===== src/rtl/lsu_ctrl.sv =====
// Load/store unit control: turns execute-stage requests into aligned
// doubleword memory accesses and returns extended load data or an error.
//
// Handshakes: a transfer happens on any rising clk edge where both valid and
// ready are high. A valid, once raised, stays high with its payload stable
// until the matching ready is seen; ready may be asserted freely. This holds
// for req_*, mem_* (request side) and resp_*. mem_rvalid is a one-cycle
// strobe without backpressure, honoured only while waiting for load data.
module lsu_ctrl #(
  parameter int ADDR_W  = 64,
  parameter int TIMEOUT = 255
) (
  input  logic              clk,
  input  logic              rst,
  input  logic              req_valid,
  output logic              req_ready,
  input  logic              req_wen,
  input  logic [2:0]        req_func3,
  input  logic [ADDR_W-1:0] req_addr,
  input  logic [63:0]       req_wdata,
  output logic              resp_valid,
  input  logic              resp_ready,
  output logic [63:0]       resp_rdata,
  output logic              resp_err,
  output logic              mem_valid,
  input  logic              mem_ready,
  output logic [ADDR_W-1:0] mem_addr,
  output logic              mem_wen,
  output logic [63:0]       mem_wdata,
  output logic [7:0]        mem_wmask,
  input  logic              mem_rvalid,
  input  logic [63:0]       mem_rdata,
  output logic [1:0]        dbgState
);

  typedef enum logic [1:0] {
    IDLE = 2'd0,
    REQ  = 2'd1,
    WAIT = 2'd2,
    RESP = 2'd3
  } state_t;

  localparam int CNT_W = (TIMEOUT < 2) ? 1 : $clog2(TIMEOUT + 1);

  state_t            state;
  state_t            stateNext;
  logic              wenQ;
  logic [2:0]        func3Q;
  logic [ADDR_W-1:0] addrQ;
  logic [63:0]       wdataQ;
  logic [63:0]       respRdataQ;
  logic              respErrQ;
  logic [CNT_W-1:0]  waitCnt;

  logic              badAccess;
  logic              timeoutHit;
  logic [63:0]       laneData;
  logic [63:0]       loadData;
  logic [7:0]        baseMask;

  // Reject misaligned accesses and the illegal func3 before touching memory.
  always_comb begin
    badAccess = 1'b0;
    case (req_func3)
      3'b001, 3'b101: badAccess = req_addr[0];
      3'b010, 3'b110: badAccess = |req_addr[1:0];
      3'b011:         badAccess = |req_addr[2:0];
      3'b111:         badAccess = 1'b1;
      default:        badAccess = 1'b0;
    endcase
  end

  // Counter equals TIMEOUT-1 on the TIMEOUT-th WAIT cycle; that cycle aborts
  // unless read data arrives in it.
  always_comb begin
    timeoutHit = (TIMEOUT != 0) && (waitCnt == CNT_W'(TIMEOUT - 1));
  end

  // Move the addressed lane down to bit 0, then sign- or zero-extend.
  always_comb begin
    laneData = mem_rdata >> {addrQ[2:0], 3'b000};
    loadData = laneData;
    case (func3Q)
      3'b000:  loadData = {{56{laneData[7]}},  laneData[7:0]};
      3'b001:  loadData = {{48{laneData[15]}}, laneData[15:0]};
      3'b010:  loadData = {{32{laneData[31]}}, laneData[31:0]};
      3'b100:  loadData = {56'd0, laneData[7:0]};
      3'b101:  loadData = {48'd0, laneData[15:0]};
      3'b110:  loadData = {32'd0, laneData[31:0]};
      default: loadData = laneData;
    endcase
  end

  // Byte-lane mask for the access size before shifting to the address lane.
  always_comb begin
    baseMask = 8'hFF;
    case (func3Q[1:0])
      2'b00:   baseMask = 8'h01;
      2'b01:   baseMask = 8'h03;
      2'b10:   baseMask = 8'h0F;
      default: baseMask = 8'hFF;
    endcase
  end

  // State register.
  always_ff @(posedge clk) begin
    if (rst) begin
      state <= IDLE;
    end else begin
      state <= stateNext;
    end
  end

  // Next-state and outputs; outputs depend only on state and latched fields.
  always_comb begin
    stateNext  = state;
    req_ready  = 1'b0;
    mem_valid  = 1'b0;
    mem_addr   = '0;
    mem_wen    = 1'b0;
    mem_wdata  = '0;
    mem_wmask  = '0;
    resp_valid = 1'b0;
    resp_rdata = respRdataQ;
    resp_err   = respErrQ;
    dbgState   = state;
    case (state)
      IDLE: begin
        req_ready = 1'b1;
        if (req_valid) begin
          stateNext = badAccess ? RESP : REQ;
        end
      end
      REQ: begin
        mem_valid = 1'b1;
        mem_addr  = {addrQ[ADDR_W-1:3], 3'b000};
        mem_wen   = wenQ;
        mem_wdata = wdataQ << {addrQ[2:0], 3'b000};
        mem_wmask = baseMask << addrQ[2:0];
        if (mem_ready) begin
          stateNext = wenQ ? RESP : WAIT;
        end
      end
      WAIT: begin
        if (mem_rvalid || timeoutHit) begin
          stateNext = RESP;
        end
      end
      RESP: begin
        resp_valid = 1'b1;
        if (resp_ready) begin
          stateNext = IDLE;
        end
      end
      default: stateNext = IDLE;
    endcase
  end

  // Request fields, wait counter and response registers.
  always_ff @(posedge clk) begin
    if (rst) begin
      wenQ       <= 1'b0;
      func3Q     <= 3'b000;
      addrQ      <= '0;
      wdataQ     <= '0;
      respRdataQ <= '0;
      respErrQ   <= 1'b0;
      waitCnt    <= '0;
    end else begin
      case (state)
        IDLE: begin
          if (req_valid) begin
            wenQ       <= req_wen;
            func3Q     <= req_func3;
            addrQ      <= req_addr;
            wdataQ     <= req_wdata;
            respRdataQ <= '0;
            respErrQ   <= badAccess;
          end
        end
        REQ: begin
          if (mem_ready && !wenQ) begin
            waitCnt <= '0;
          end
        end
        WAIT: begin
          waitCnt <= waitCnt + CNT_W'(1);
          if (mem_rvalid) begin
            respRdataQ <= loadData;
            respErrQ   <= 1'b0;
          end else if (timeoutHit) begin
            respRdataQ <= '0;
            respErrQ   <= 1'b1;
          end
        end
        RESP: begin
          if (resp_ready) begin
            respRdataQ <= '0;
            respErrQ   <= 1'b0;
          end
        end
        default: ;
      endcase
    end
  end

endmodule


===== config.mk =====
export PLATFORM = sky130hd
export DESIGN_NAME = lsu_ctrl
export DESIGN_NICKNAME = d
export VERILOG_FILES = /design/src/rtl/lsu_ctrl.sv
export SDC_FILE = /design/constraint.sdc
export NUM_CORES = 1
export LEC_CHECK = 0
export CORE_MARGIN = 8
export CORE_UTILIZATION = 55
export DETAILED_ROUTE_END_ITERATION = 12
export DONT_BUFFER_PORTS = 1
export GPL_ROUTABILITY_DRIVEN = 0
export PLACE_DENSITY_LB_ADDON = 0.15
export RECOVER_POWER = 50
export SLEW_MARGIN = 20
export SYNTH_ARGS = -nofsm -noshare
export SYNTH_HDL_FRONTEND = slang
export SYNTH_SLANG_ARGS = --single-unit

===== constraint.sdc =====
create_clock -name clk -period 4.1 [get_ports clk]
set_input_delay 0.41 -clock clk [delete_from_list [all_inputs] [get_ports clk]]
set_output_delay 0.41 -clock clk [all_outputs]
set_load 0.01 [all_outputs]

==> results by group <==
Status
  • Run status: complete, no violations

Detailed routing
  • # DRC: 0
  • Final WL: 40440 um
  • DR iter-0 viols: about 1.0k
  • Routed wire per std cell: between 20 and 25 um
  • Vias/cell: 6.348
  • Vias: 10.30k
  • Drt first pass iters: 8
  • Post-DRT Antenna Nets: 0

Finish
  • Final Util: 0.5961
  • Design area: 12450 um2
  • Area Growth Syn to Fin: 7.334%
  • Fin nets: 1539
  • Layout cells sized above 1: 0.1329
  • Ant diodes: 0

Die
  • Core area: 20890 um2
  • # IOs: 409
  • DIE WIDTH: 161.2 um
  • Die Ht: between 150 and 200 um
  • Die Area: ~26000 um2
  • Initial core utilization: 0.5554
  • Rows: 53

Critical path
  • R2R setup slack: 1200 ps
  • FF-to-FF path depth: 6
  • Worst EP required: around 3700 ps
  • WP buf/inv: 1
  • Worst Setup End Kind: output port
  • CP Launch Type: register
  • Worst path top cell family by delay: adder cells
  • Slowest cell on the critical path: ha_2
  • End of the worst register-to-register path: resp_rdata[48]$_SDFFE_PP0P_
  • Largest fanout on the critical path: 48
  • Worst Path Arrival: 3150 ps
  • Max incr delay on CP: 790 ps
  • Crit Path Class: reg2out
  • R2R Path Start: addrQ[2]$_SDFFE_PP0P_
  • Worst path cell trace: ha_2 -> buf_4 -> and3_1 -> a22o_1

GRT
  • Largest net degree at the start of global routing: approximately 150
  • Global-route wire length before repair: 61110 um
  • Number of global-route vias before repair: 9995
  • Tot GR Track Use: 0.2953
  • Initial antenna violation count: 0
  • Grt total ovfl: 0

Logic synthesis
  • Synth unique cells: 54
  • Post-synth EDFFs: 0
  • Synth warn: 0
  • Post-synthesis cell count: 1406
  • Syn_area_per_cell: just over 8 um2
  • Synthesized flop and latch total: 207
  • Post-synth ARST share: 0
  • Largest family of logic cells by synthesized area: simple AND/OR/NAND/NOR gates
  • Area share of and/or/nand/nor cells after synthesis: 0.2098
  • Synth area leader: dfxtp_1
  • Adder and majority gate portion of the synthesized area: 0.006471
  • Synth Cell Area: roughly 12000 um2
  • Register area share after synthesis: 0.3572
  • Dominant synthesized flop cell: dfxtp_1
  • Synth Area in XOR/XNOR: 0.004530
  • Yosys top cell area share: 0.3572
  • Mux contribution to synthesized area: 0.1869
  • Synth area leaders: dfxtp_1 36%, nand2_1 10%, mux2i_1 8.1%, a21oi_1 7.2%, mux4_2 6.2%
  • Synth Area in Compound Gates: 0.1864

CTS
  • Setup bufs post-CTS: 0
  • CTS max path bufs: 3
  • Skew-Pair Late Insertion Delay: around 520 ps
  • Hold buffer count at CTS: 1
  • Clock Sink Count: 207
  • Total CTS buffers: 23
  • CTS H-tree depth: 1
  • CTS Root Cell: clkbuf_16
  • Clk slew on worst S/H paths: about 60 ps
  • Post-cts resize count: 0
  • Clock tree from TritonCTS: yes

Timing
  • Final worst-path cycle share: 0.8683
  • Fin. Hold Viols: 0
  • Final Critical Period: 3560 ps
  • Setup-failing EPs final: 0
  • Skew final: just under 7 ps
  • Final setup TNS: 0 ps
  • Worst setup margin: 540.0 ps
  • Worst slew margin: 0.1380
  • Final slew viol count: 0
  • RSZ-0062 raised after global routing: false
  • Slew @ Worst Pin: 1293 ps
  • Fmax: 280.9 MHz

Power and ir drop
  • Tot Pwr: 7.186 mW
  • Net Sw Frac: 0.3837
  • P_sw: ~2.8 mW
  • Leakage: roughly 4.6 nW
  • Combinational group share of total power: 0.332
  • Int Pwr: approximately 4.4 mW
  • Pwr Density: a little under 600 nW/um2
  • Peak VDD IR: about 0.44 mV
  • Clock power share: 0.302
  • Register share of total power: 0.366

Worst hold path
  • Hold EP: wdataQ[63]$_SDFFE_PP0P_
  • Min-delay src: req_wdata[63]
  • Worst hold path type: in2reg
  • Cells on Worst Hold Path: 2

Placement
  • PortBufs: 0
  • Place WS: 1135 ps
  • Post-DP Area: 11640 um2
  • Hpwl dp: 29290 um

Run
  • # Max-Cap Violations: 0
[worst max-delay path by stage]
stage | from | to | slack [ps] | cells past startpoint
floorplan | dbgState[0]$_SDFFE_PP0P_ | resp_rdata[14]$_SDFFE_PP0P_ | 1600 | 8
global placement | dbgState[0]$_SDFFE_PP0P_ | mem_wdata[39] | 1140 | 5
detailed placement | dbgState[0]$_SDFFE_PP0P_ | mem_wdata[37] | 1130 | 4
CTS | dbgState[0]$_SDFFE_PP0P_ | mem_wdata[37] | 580 | 4
global route | dbgState[0]$_SDFFE_PP0P_ | mem_wdata[36] | 420 | 4
finish | dbgState[0]$_SDFFE_PP0P_ | mem_wdata[38] | 540 | 4
[layout make-up]
type	instances	area, um2
Sequential cell	207	4153
Timing Repair Buffer	22	210.2
Tap cell	275	344.1
Multi-Input combinational cell	1069	6928
Clock buffer	30	643.1
Inverter	8	30.03
Fill cell	1889	8437
Clock inverter	11	143.9
[power groups by stage]
| stage | Combinational, mW | Clock [mW] | Sequential, mW |
|---|---|---|---|
| after floorplan | 1.90 | 0 | 2.48 |
| after global placement | 2.31 | 0 | 2.66 |
| after detailed placement | 2.33 | 0 | 2.67 |
| after CTS | 2.37 | 2.20 | 2.62 |
| after global routing | 2.61 | 2.28 | 2.66 |
| final | 2.38 | 2.17 | 2.63 |
[registers in the layout, indices dropped and copies added, names as in the netlist]
signal,flops
addrQ,64
resp_rdata,64
wdataQ,64
waitCnt,8
func3Q,3
dbgState,2
resp_err,1
wenQ,1
[worst reg2reg max path: stages, from the launching register on]
cell and delay (ps):
dfxtp_2 540, buf_4 440, mux4_2 600, or4_4 480
a41oi_4 180, buf_4 380, a22o_2 230
[layout by cell type (no fill, tap or decap), types with 3 or more instances in the layout]
| cell type | count |
|---|---|
| mux2i_1 | 94 |
| and2_1 | 81 |
| a21oi_1 | 166 |
| clkinv_2 | 4 |
| nor2b_1 | 32 |
| xor2_1 | 4 |
| nand4_1 | 3 |
| mux4_2 | 32 |
| buf_4 | 19 |
| a21o_1 | 7 |
| nor2_1 | 72 |
| a22o_2 | 27 |
| o22ai_1 | 11 |
| a22o_1 | 20 |
| nand2_1 | 323 |
| ha_1 | 5 |
| mux2_2 | 44 |
| a22oi_1 | 17 |
| clkbuf_1 | 4 |
| conb_1 | 3 |
| o21ai_0 | 52 |
| and3_1 | 10 |
| clkbuf_16 | 24 |
| nor3_1 | 7 |
| bufinv_16 | 3 |
| dfxtp_1 | 204 |
| inv_1 | 7 |
| nand2b_1 | 4 |
| a221o_1 | 22 |
[cell families (layout without fill, tap and decap cells)]
family                   count (synthesis)  count (layout)
AO/OA/AOI/OAI                          338             338
other                                    1               3
XOR/XNOR                                 6               6
buffers and inverters                  132              71
flip-flops                             207             207
multiplexers                           171             171
adder cells (fa/ha/maj)                  6               6
AND/OR/NAND/NOR                        545             545
[cells in the mapped netlist (10+ instances only)]
cell type and n:
a221o_1 22, a21oi_1 167, nor2b_1 33, dfxtp_1 207, nor2_1 72, mux4_2 32
o22ai_1 11, buf_1 13, and3_1 10, mux2_2 45, and2_1 82, mux2i_1 94
a22o_1 20, a22o_2 27, clkbuf_1 86, buf_2 17, a22oi_1 17, o21ai_0 52
nand2_1 324
[through the flow]
stage,cells,hold WS [ps]
floorplan,1408,431.7
global placement,1580,431.8
detailed placement,1580,436.8
CTS,1622,11.08
global route,1622,12.89
finish,1622,23.08
[metal layers]
metal / share of wire / wire, um / GRT usage
met5: 0 / 0 / 0
met4: 0.047 / 1915 / 0.1221
met3: 0.10 / 4088 / 0.08603
met2: 0.48 / 19470 / 0.4937
met1: 0.37 / 14970 / 0.3496
(Power assumes the default switching activity.)
